--- src/rtl/apb_fifo_port_pkg.sv ---
// Shared definitions for the APB front-end of the sync FIFO: register offsets,
// CTRL/IRQ_STAT bit positions and the bus FSM encoding.
package apb_fifo_port_pkg;

    localparam logic [31:0] OFF_DATA   = 32'h00;
    localparam logic [31:0] OFF_STATUS = 32'h04;
    localparam logic [31:0] OFF_CTRL   = 32'h08;
    localparam logic [31:0] OFF_THRESH = 32'h0C;
    localparam logic [31:0] OFF_IRQ    = 32'h10;

    localparam int CTRL_BLOCK  = 0;
    localparam int CTRL_IRQ_EN = 1;

    localparam int IRQ_LEVEL = 0;
    localparam int IRQ_OVF   = 1;
    localparam int IRQ_UDF   = 2;

    typedef enum logic [1:0] {
        ST_IDLE  = 2'd0,
        ST_STALL = 2'd1,
        ST_RESP  = 2'd2
    } state_t;

endpackage

--- src/rtl/apb_fifo_port_irq.sv ---
// Sticky IRQ_STAT register (set beats write-one-to-clear) and the registered irq line.
module apb_fifo_irq
    import apb_fifo_port_pkg::*;
(
    input  logic       clk_i,
    input  logic       rst_i,
    input  logic       levelHit_i,
    input  logic       setOvf_i,
    input  logic       setUdf_i,
    input  logic       clrEn_i,
    input  logic [2:0] clrMask_i,
    input  logic       irqEn_i,
    output logic [2:0] irqStat_o,
    output logic       irq_o
);

    logic [2:0] stat_q;
    logic [2:0] stat_d;
    logic [2:0] setVec;
    logic       irq_q;

    // Clear first, then OR in this cycle's events so a coincident set survives.
    always_comb begin
        setVec            = '0;
        setVec[IRQ_LEVEL] = levelHit_i;
        setVec[IRQ_OVF]   = setOvf_i;
        setVec[IRQ_UDF]   = setUdf_i;
        stat_d            = stat_q;
        if (clrEn_i) begin
            stat_d = stat_d & ~clrMask_i;
        end
        stat_d = stat_d | setVec;
    end

    always_ff @(posedge clk_i or posedge rst_i) begin
        if (rst_i) begin
            stat_q <= '0;
            irq_q  <= 1'b0;
        end else begin
            stat_q <= stat_d;
            irq_q  <= irqEn_i & (|stat_q);
        end
    end

    assign irqStat_o = stat_q;
    assign irq_o     = irq_q;

endmodule

--- src/rtl/apb_fifo_port.sv ---
// APB3 slave front-end for one sync FIFO: DATA push/pop, STATUS, CTRL, THRESH and
// sticky IRQ_STAT registers, with optional stalling on full/empty bounded by TIMEOUT.
module apb_fifo_port
    import apb_fifo_port_pkg::*;
#(
    parameter int          DATA_W    = 32,
    parameter int          DEPTH     = 16,
    parameter logic [31:0] BASE_ADDR = 32'h2000_0000,
    parameter int          TIMEOUT   = 255,
    localparam int         LVL_W     = $clog2(DEPTH + 1)
) (
    input  logic              clk,
    input  logic              rst,
    input  logic              psel,
    input  logic              penable,
    input  logic              pwrite,
    input  logic [31:0]       paddr,
    input  logic [31:0]       pwdata,
    output logic [31:0]       prdata,
    output logic              pready,
    output logic              pslverr,
    input  logic              fifo_full,
    input  logic              fifo_empty,
    input  logic [LVL_W-1:0]  fifo_level,
    input  logic [DATA_W-1:0] fifo_rdata,
    output logic              wr_en,
    output logic [DATA_W-1:0] wr_data,
    output logic              rd_en,
    output logic              irq
);

    localparam int CNT_W = (TIMEOUT > 1) ? $clog2(TIMEOUT) : 1;

    state_t             state_q;
    logic [CNT_W-1:0]   stallCnt_q;
    logic [1:0]         ctrl_q;
    logic [LVL_W-1:0]   thresh_q;
    logic [2:0]         irqStat;

    logic [31:0]        off;
    logic               isData, isCtrl, isThresh, isIrq;
    logic               addrErr, blocked;
    logic               accessStart, stallLive, canStall, timeoutHit;
    logic               okAccess, blockFail, errAccess, goResp;
    logic [31:0]        rdMux;
    logic [LVL_W-1:0]   thrIn, thrClip;
    logic               unusedBits;

    assign off      = paddr - BASE_ADDR;
    assign isData   = (off == OFF_DATA);
    assign isCtrl   = (off == OFF_CTRL);
    assign isThresh = (off == OFF_THRESH);
    assign isIrq    = (off == OFF_IRQ);
    assign addrErr  = (paddr[1:0] != 2'b00) || (off > OFF_IRQ) || (pwrite && (off == OFF_STATUS));
    assign blocked  = isData && !addrErr && (pwrite ? fifo_full : fifo_empty);

    // A stalled access is re-evaluated every cycle while the master keeps it selected.
    assign accessStart = (state_q == ST_IDLE) && psel && penable;
    assign stallLive   = (state_q == ST_STALL) && psel;
    assign canStall    = ctrl_q[CTRL_BLOCK] && (TIMEOUT > 0);
    assign timeoutHit  = (TIMEOUT > 0) && (stallCnt_q == CNT_W'(TIMEOUT - 1));
    assign okAccess    = (accessStart || stallLive) && !addrErr && !blocked;
    assign blockFail   = blocked && ((accessStart && !canStall) || (stallLive && timeoutHit));
    assign errAccess   = (accessStart && addrErr) || blockFail;
    assign goResp      = okAccess || errAccess;

    assign thrIn   = pwdata[LVL_W-1:0];
    assign thrClip = (thrIn > LVL_W'(DEPTH)) ? LVL_W'(DEPTH) : thrIn;

    assign unusedBits = ^pwdata;

    always_comb begin
        rdMux = '0;
        case (off)
            OFF_DATA:   rdMux = 32'(fifo_rdata);
            OFF_STATUS: rdMux = 32'({fifo_level, fifo_full, fifo_empty});
            OFF_CTRL:   rdMux = 32'(ctrl_q);
            OFF_THRESH: rdMux = 32'(thresh_q);
            OFF_IRQ:    rdMux = 32'(irqStat);
            default:    rdMux = '0;
        endcase
    end

    // Bus FSM; every response output is zero except in the single RESP cycle.
    always_ff @(posedge clk or posedge rst) begin
        if (rst) begin
            state_q    <= ST_IDLE;
            stallCnt_q <= '0;
            pready     <= 1'b0;
            pslverr    <= 1'b0;
            prdata     <= '0;
            wr_en      <= 1'b0;
            wr_data    <= '0;
            rd_en      <= 1'b0;
        end else begin
            pready  <= goResp;
            pslverr <= errAccess;
            prdata  <= (okAccess && !pwrite) ? rdMux : '0;
            wr_en   <= okAccess && pwrite && isData;
            wr_data <= (okAccess && pwrite && isData) ? pwdata[DATA_W-1:0] : '0;
            rd_en   <= okAccess && !pwrite && isData;
            case (state_q)
                ST_IDLE: begin
                    if (goResp) begin
                        state_q <= ST_RESP;
                    end else if (accessStart) begin
                        state_q    <= ST_STALL;
                        stallCnt_q <= '0;
                    end
                end
                ST_STALL: begin
                    if (!psel) begin
                        state_q    <= ST_IDLE;
                        stallCnt_q <= '0;
                    end else if (goResp) begin
                        state_q    <= ST_RESP;
                        stallCnt_q <= '0;
                    end else begin
                        stallCnt_q <= stallCnt_q + 1'b1;
                    end
                end
                ST_RESP: state_q <= ST_IDLE;
                default: state_q <= ST_IDLE;
            endcase
        end
    end

    always_ff @(posedge clk or posedge rst) begin
        if (rst) begin
            ctrl_q   <= '0;
            thresh_q <= LVL_W'(DEPTH);
        end else begin
            if (okAccess && pwrite && isCtrl) begin
                ctrl_q <= pwdata[1:0];
            end
            if (okAccess && pwrite && isThresh) begin
                thresh_q <= thrClip;
            end
        end
    end

    apb_fifo_irq uIrq (
        .clk_i      (clk),
        .rst_i      (rst),
        .levelHit_i (fifo_level >= thresh_q),
        .setOvf_i   (blockFail && pwrite),
        .setUdf_i   (blockFail && !pwrite),
        .clrEn_i    (okAccess && pwrite && isIrq),
        .clrMask_i  (pwdata[2:0]),
        .irqEn_i    (ctrl_q[CTRL_IRQ_EN]),
        .irqStat_o  (irqStat),
        .irq_o      (irq)
    );

endmodule

--- config.mk ---
export PLATFORM = sky130hd
export DESIGN_NAME = apb_fifo_port
export DESIGN_NICKNAME = d
export VERILOG_FILES = /design/src/rtl/apb_fifo_port_pkg.sv /design/src/rtl/apb_fifo_port_irq.sv /design/src/rtl/apb_fifo_port.sv
export SDC_FILE = /design/constraint.sdc
export NUM_CORES = 1
export LEC_CHECK = 0
export ABC_AREA = 1
export CAP_MARGIN = 20
export CORE_UTILIZATION = 43
export DETAILED_ROUTE_END_ITERATION = 10
export PLACE_DENSITY = 0.9
export SLEW_MARGIN = 25
export SYNTH_ARGS = -nofsm -noshare
export SYNTH_HDL_FRONTEND = slang
export SYNTH_SLANG_ARGS = --single-unit
--- constraint.sdc ---
create_clock -name clk -period 3.5 [get_ports clk]
set_input_delay 0.7 -clock clk [delete_from_list [all_inputs] [get_ports clk]]
set_output_delay 0.7 -clock clk [all_outputs]
set_load 0.01 [all_outputs]
==> flow_results.org, run 1 <==
** Run status
- The flow ran to the end, and the final reports show no timing, DRC or antenna violations.

** Place
- At the end of routability-driven placement, the weighted congestion stood at 0.872.
- Port buffering added 176 buffers.
- Inst Count DP :: 781
- Worst setup timing slack at the placement stage :: approximately 260 ps
- Once placement finished, the instance area stood at 6040 µm².
- HPWL Detailed :: just over 8000 µm

** Power and ir drop
- For this design the static power due to leakage is 3.13 nW.
- In this run the power density over the cells is 328 nW/µm².
- VDD sags by at most 0.275 mV.
- Post-layout power :: 2.05 mW

** Synth
- For this run, the number of Yosys warnings is 0.
- Sequential cells were found to cover between 50% and 60% of the synthesized design area.
- Counting every net in the synthesized netlist gives 594.
- The average instance in the mapped netlist occupies 8.64 µm².
- For this run, asynchronously set or reset flops after synthesis account for between 90% and 100%.
- The synthesized netlist contains 30 unique library cells.
- Dominant register cell in the synthesized netlist :: dfrtp_1
- Synthesis inferred 89 register bits.
- The cell count after synthesis came out at 478.
- The synthesized netlist occupies a cell area of 4130 µm².
- Number of enable flip-flop cells after synthesis :: 0

** CTS
- Clk buf depth :: 2
- TritonCTS built the clock tree.
- Clock Pin Slew Worst Setup and Hold Paths :: 90 ps
- The clock tree synthesis step divided the H-tree into 3 levels.
- Post-CTS repair changed the size of 0 cells.
- Library cell used as clock root buffer :: clkbuf_8
- Clock latency on the worst-skew pair, taken at its later pin, is 350 ps.
- After clock tree synthesis, the setup repair step added 0 buffers.
- Cts hold-fix bufs :: 0
- TritonCTS Sinks :: ~90
- Clock tree synthesis inserted a total of 9 buffers.

** Floorplanning
- Height of the die :: 100 µm
- The initial utilization of the core area, before any placement, comes to 44.5%.
- Row cnt :: 35
- Top-Level Pins :: 177
- Area of the die :: between 10000 and 15000 µm²
- Core region area :: a little over 9000 µm²
- In this run the horizontal extent of the chip is 100 µm.

** Worst setup path
- Critical Path, Cell by Cell :: clkdlybuf4s50_1 > inv_1 > ha_1 > nand2_1 > inv_1 > nand2_1 > nor2_2 > inv_2 > nor2_4 > nand2_1 > nand2_1 > nand2_2 > nor2_8 > nand3_4 > nor2_1
- Critical Path Max Stage Delay :: 480 ps
- By startpoint and endpoint, the worst setup path is classified as input pin to register.
- Worst-case register-to-register setup slack :: 1540 ps
- Dominant cell type by count on the critical path :: nand2_1
- Crit path buffers/inverters :: 4
- Arrival time of data at the critical path endpoint :: 3090 ps
- CP startpoint kind :: input pin
- Data required, critical path :: 3760 ps
- Capturing element type of the critical path :: register
- Maximum net fanout on the critical path :: 33
- Broken down by cell family, the worst path's largest delay share belongs to simple AND/OR/NAND/NOR gates.
- For this design, the slowest cell found on the critical path is clkdlybuf4s50_1.

** Global route
- Total global routing overflow :: 0
- The first global-routing pass estimated 17100 µm of wire.
- The via count of the first global-routing pass is 3799.
- Entering global routing, the biggest net connects 50 pins.
- The number of antenna violations at the first check in global routing was 0.
- Global-route total usage across every layer :: 21.7%

** Layout
- Final std cells w/o fill :: 797
- Compared with the post-synthesis result, the final layout area differs by 51.3%.
- After routing the design area is about 6200 µm².
- Fill cell count :: roughly 710
- Count of inserted antenna diode cells :: 0
- Of the cells placed in the final design, the portion with a size suffix greater than 1 is between 10% and 20%.
- The final layout contains 779 nets.

** Drt
- Iteration count of the initial detailed-routing pass :: 5
- Once detail routing completed, the nets flagged for antenna violations numbered 0.
- Average routed wire per standard cell :: roughly 13 µm
- Dividing the detail-routed via count by the number of cells gives 4.74.
- Number of design rule violations left after detail routing :: 0
- Initial DRC Count :: 276
- The final route contains about 3800 vias.
- Summed over all layers, the routed wires come to about 11000 µm.

** STA
- Final WS setup :: ~670 ps
- The worst path in the final design needs a cycle of about 2800 ps, including I/O delays and setup.
- Based on the critical path, the design can be clocked at up to 353 MHz.
- Summed negative setup slack over all endpoints :: 0 ps
- Final hold violation count :: 0
- The final number of max-transition violations was 0.
- Unrepaired setup endpoints after global routing :: false
- Number of setup violations in the final report :: 0
- At the pin with the least slew margin, the transition time is 851 ps.
- Headroom to the max-slew limit came out at 43.2%.
- Dividing the final minimum period by the clock period gives 80.9%.
- Clock skew after layout :: ~8 ps

** Min path
- Path class of the lowest-slack min-delay path :: register to register

** Job
- The tool flagged a number of max-cap violations equal to 0.
==> power breakdown <==
group	leakage [nW]	switching, mW	internal, mW	total, mW
clock network	0.103	0.378	0.357	0.736
registers	1.23	0.0151	1.04	1.06
logic	1.80	0.114	0.146	0.260
==> cell usage after synthesis (all sizes together) (2+ instances only) <==
cell    count  area, µm²
a21oi       8       40.0
a31oi       3       18.8
buf         7       66.3
dfrtp      88       2200
ha          8        100
inv       106        398
nand2      93        362
nand3      21        140
nand4      16        106
nor2      101        505
nor3        4       20.0
nor4        2       12.5
o211ai      2       15.0
o21ai       9       45.0
xor2        4       35.0
==> metrics by stage <==
| stage | hold slack [ps] | util (%) |
|---|---|---|
| 6_report | 499 | 67.3 |
| 5_1_grt | 521 | 67.3 |
| 4_1_cts | 492 | 67.3 |
| 3_5_place_dp | 471 | 65.0 |
| 3_3_place_gp | 462 | 65.0 |
| 2_1_floorplan | 442 | - |
==> metal layers <==
| metal | track usage (%) | wire, µm | share of wire, % | vias to the layer above |
|---|---|---|---|---|
| met5 | 0 | 0 | 0 | - |
| met4 | 7.92 | 227 | 2.1 | 0 |
| met3 | 3.90 | 763 | 7.2 | 21 |
| met2 | 39.6 | 5500 | 52 | 196 |
| met1 | 25.7 | 4080 | 39 | 1760 |
| li1 | - | - | - | 1801 |
==> layout by cell type, fill, tap and decap left out, types with 3 or more instances in the layout <==
| cell type | synthesis | final |
|---|---|---|
| nand3_1 | 17 | 17 |
| nand4_1 | 15 | 15 |
| xor2_1 | 4 | 4 |
| a21oi_1 | 8 | 8 |
| nand2_1 | 88 | 88 |
| inv_1 | 104 | 103 |
| nor3_1 | 4 | 4 |
| nor2_2 | 35 | 35 |
| ha_1 | 8 | 8 |
| dfrtp_1 | 88 | 88 |
| clkdlybuf4s50_1 | 0 | 176 |
| a31oi_1 | 3 | 3 |
| clkbuf_8 | 0 | 10 |
| buf_4 | 0 | 4 |
| nand2_2 | 5 | 5 |
| o21ai_0 | 9 | 9 |
| nor2_1 | 62 | 62 |
| nor2_4 | 3 | 3 |
==> flip-flops by register name, summed over array words and instances (netlist names) <==
name	count
uIrq.irq_o	1
uIrq.irqStat_o	3
thresh_q	5
prdata	32
ctrl_q	2
wr_data	32
pready	1
state_q	2
stallCnt_q	8
pslverr	1
rd_en	1
wr_en	1
==> worst paths after layout <==
| check | startpoint | end | cells after the start |
|---|---|---|---|
| setup / recovery | paddr[29] | wr_data[27]$_DFF_PP0_ | 15 |
| hold / removal | uIrq.irqStat_o[1]$_DFF_PP0_ | uIrq.irqStat_o[1]$_DFF_PP0_ | 2 |
| setup reg to reg | state_q[0]$_DFFE_PP0P_ | wr_data[27]$_DFF_PP0_ | 8 |
| hold reg to reg | uIrq.irqStat_o[1]$_DFF_PP0_ | uIrq.irqStat_o[1]$_DFF_PP0_ | 2 |
| max in group asynchronous | rst | prdata[30]$_DFF_PP0_ | 3 |
| min in group asynchronous | rst | prdata[27]$_DFF_PP0_ | 2 |
==> final cells by class <==
type	instances	area, µm²	share of cell area, %
Clock buffer	10	138	2.20
Clock inverter	6	72.6	1.16
Multi-Input combinational cell	276	1440	23.0
Tap cell	129	161	2.58
Inverter	106	399	6.39
Timing Repair Buffer	181	1810	29.0
Sequential cell	89	2230	35.7
==> tightest hold or removal path: cells and delay by family, from the launching register on <==
family	cells	cell delay, ps
flip-flops	1	360
AND/OR/NAND/NOR	2	110
==> cells by family after synthesis <==
group | synth area share [%]
AND/OR/NAND/NOR | 28.1
buffers and inverters | 11.2
flip-flops | 54.0
AO/OA/AOI/OAI | 3.24
adder cells (fa/ha/maj) | 2.42
XOR/XNOR | 1.06
No activity file was read; power rests on OpenSTA's default activity.
==> run 2, diff against run 1 <==
==> constraint.sdc (replaced) <==
create_clock -name clk -period 2.72 [get_ports clk]
set_input_delay 0.544 -clock clk [delete_from_list [all_inputs] [get_ports clk]]
set_output_delay 0.544 -clock clk [all_outputs]
set_load 0.01 [all_outputs]
==> flow_results.org, run 2 (synthesized netlist as in run 1, its figures left out) <==
** Run status
- The flow ran to the end, and the final reports show no timing, DRC or antenna violations.

** Worst setup path
- Arrival time of data at the critical path endpoint :: 2790 ps (-300 ps)
- CP startpoint kind :: input pin
- The worst setup path is captured at a register.
- Data required, critical path :: 2990 ps (-770 ps)
- Maximum net fanout on the critical path :: 26 (-21%)
- The critical path is of the input pin to register type.

** STA
- The final number of max-transition violations was 0 (unchanged).
- Post-layout min period :: 2520 ps
- Summed negative setup slack over all endpoints :: 0 ps (unchanged)
- Dividing the final minimum period by the clock period gives 92.8%.
- Slew margin rel. :: 69.5% (+26 points)
- The setup clock skew after layout came to 12.6 ps (+4.54 ps).
- Setup repair after global routing could not meet its margin everywhere.
- The count of final setup violators was 0 (unchanged).
- The transition time at the pin with the least slew margin came to 457 ps (-394 ps).
- Fin Hold WS :: 486 ps (-13.0 ps)
- Maximum clock frequency :: 396 MHz
- Final hold violation count :: 0 (unchanged)

** Power and ir drop
- The portion of total power attributed to the clock network came to 32.7% (-3.1 points).
- Part of the total power dissipated in combinational logic :: 13.3% (+0.6 points)
- Peak supply drop :: 0.306 mV (+11%)
- Post-layout power :: 2.52 mW (+23%)
- Reported net switching power :: 654 µW (+29%)
- The leakage power total came to 3.16 nW (+0.98%).
- Share of power burned in registers :: 54.1% (+2.6 points)
- Switching part of the total :: 25.9% (+1.1 points)
- Internal power summed over all cells :: 1.87 mW (+21%)
- Pwr Density :: 400 nW/µm² (+22%)

** Layout
- The count of inserted antenna diode cells is 0 (unchanged).
- The largest registers in the layout are prdata x32, wr_data x32, stallCnt_q x8.
- The post-route cell area is 6310 µm² (+1.0%).
- Relative to the synthesized area, the layout overhead comes to 52.8%.
- Fill cell count :: 703 (-1.4%)
- Most common cell after layout, fill and taps aside :: clkdlybuf4s50_1
- In the layout the commonest cells are clkdlybuf4s50_1, inv_1, nand2_1, dfrtp_1, nor2_1.
- # nets final :: 788 (+1.2%)
- Layout cell share with drive strength beyond 1 :: 12.1% (+1.0 points)
- The core utilization of the finished layout came to 68.0% (+0.67 points).

** Drt
- The iteration-0 DRC count of the detailed router came to 229 (-17%).
- Number of antenna-violating nets in the routed design :: 0 (unchanged)
- The via count of the routed design was 3760 (-0.48%).
- Number of design rule violations left after detail routing :: 0 (unchanged)
- Iteration count of the initial detailed-routing pass :: 4 (-1)
- The detailed-route wire length was 10600 µm (about the same).
- Average routed wire per standard cell :: 13.1 µm (-1.0%)
- Via-to-Cell Ratio :: 4.67 (-1.6%)

** Place
- Routability cong. :: 0.861 (-1.3%)
- The HPWL reported at the end of detailed placement was 8200 µm (+0.66%).
- The port buffer count is 176 (unchanged).
- The instance area after placement came to 6130 µm² (+1.6%).

** CTS
- The total of cells resized after clock tree synthesis came to 0 (unchanged).
- The number of sinks on the clock net was 89 (unchanged).
- The clock slew at the register clock pins of the worst setup and hold paths came to 90 ps (about the same).
- The post-CTS setup-driven buffer insertion count came to 0 (unchanged).
- CTS tree :: yes
- CTS H-Tree Depth :: 3 (unchanged)
- The latest clock arrival within the worst-skew pair came to 350 ps (about the same).
- Clk buf depth :: 2 (unchanged)
- Inserted Clock Buffers :: 9 (unchanged)
- The tree is rooted in a clkbuf_8.
- Cts hold-fix bufs :: 0 (unchanged)

** Min path
- Path class of the lowest-slack min-delay path :: register to register

** Floorplanning
- The vertical die dimension was 100 µm (unchanged).
- Core region area :: 9280 µm² (unchanged)
- The count of pins on the block boundary is 177 (unchanged).
- The starting utilization of the core area came to 44.5% (unchanged).
- The number of standard-cell rows in the floorplan is 35 (unchanged).
- Die outline width :: 100 µm (unchanged)
- Area of the die :: 10000 µm² (unchanged)

** Global route
- The number of antenna violations at the first check in global routing is 0 (unchanged).
- Vias in the first global route :: 3770 (-0.76%)
- Pin count of the biggest net entering global routing :: 90 (+80%)
- The remaining global-route overflow is 0 (unchanged).
- Global-route wire length before repair :: 17300 µm (+1.6%)
- The global routing usage summed across all routing layers was 22.0% (+0.28 points).

** Job
- Max Cap Violations :: 0 (unchanged)
[run 2: worst paths after layout]
path                                                   from                          end  slack, ps  depth (start not counted)
min in group asynchronous                               rst        wr_data[26]$_DFF_PP0_        700                          3
worst max register to register    stallCnt_q[0]$_DFFE_PP0P_       state_q[0]$_DFFE_PP0P_        950                         11
worst min-delay path            uIrq.irqStat_o[1]$_DFF_PP0_  uIrq.irqStat_o[1]$_DFF_PP0_        490                          2
worst min register to register  uIrq.irqStat_o[1]$_DFF_PP0_  uIrq.irqStat_o[1]$_DFF_PP0_        490                          2
worst max-delay path                              paddr[29]         prdata[22]$_DFF_PP0_        200                         15
max in group asynchronous                               rst      thresh_q[4]$_DFFE_PP1P_       1640                          3
[run 2: power groups by stage]
stage          Clock [mW]  Combinational [mW]  Sequential [mW]
6_report            0.825               0.335             1.36
5_1_grt             0.901               0.376             1.37
4_1_cts             0.844               0.338             1.36
3_5_place_dp            0               0.335             1.39
3_3_place_gp            0               0.326             1.38
2_1_floorplan           0               0.126             1.38
[run 2: layout make-up]
class / instances / area, µm² / share of cell area (%)
clock buffer: 10 / 128 / 2.02
clock inverter: 6 / 50.0 / 0.793
inverter: 106 / 402 / 6.36
multi-input combinational: 276 / 1440 / 22.8
sequential: 89 / 2230 / 35.3
tap: 129 / 161 / 2.56
timing repair buffer: 190 / 1900 / 30.2
[run 2: worst max-delay path, stage by stage]
cell and delay, ps:
clkdlybuf4s50_1 470, inv_1 50, ha_1 260, nand2_1 40, inv_1 40, nand2_1 50, nor2_2 130, inv_2 60
nor2_4 130, nand3_1 140, nand2_1 110, nand2_2 100, nor2_8 150, nand3_4 310, nor2_1 200
[run 2: layer usage]
layer / vias to the layer above / part of all wire [%] / global-route usage [%]
met1: 1727 / 40 / 25.8
met3: 17 / 7.6 / 4.39
li1: 1829 / - / -
met2: 187 / 51 / 39.9
met4: 0 / 1.8 / 8.36
met5: - / 0 / 0
[run 2: metrics by stage]
stage / cells / setup slack (ps)
final: 806 / 195
after global routing: 806 / -40.0
after CTS: 806 / 208
after detailed placement: 790 / -157
after global placement: 790 / -36.3
after floorplan: 478 / 669
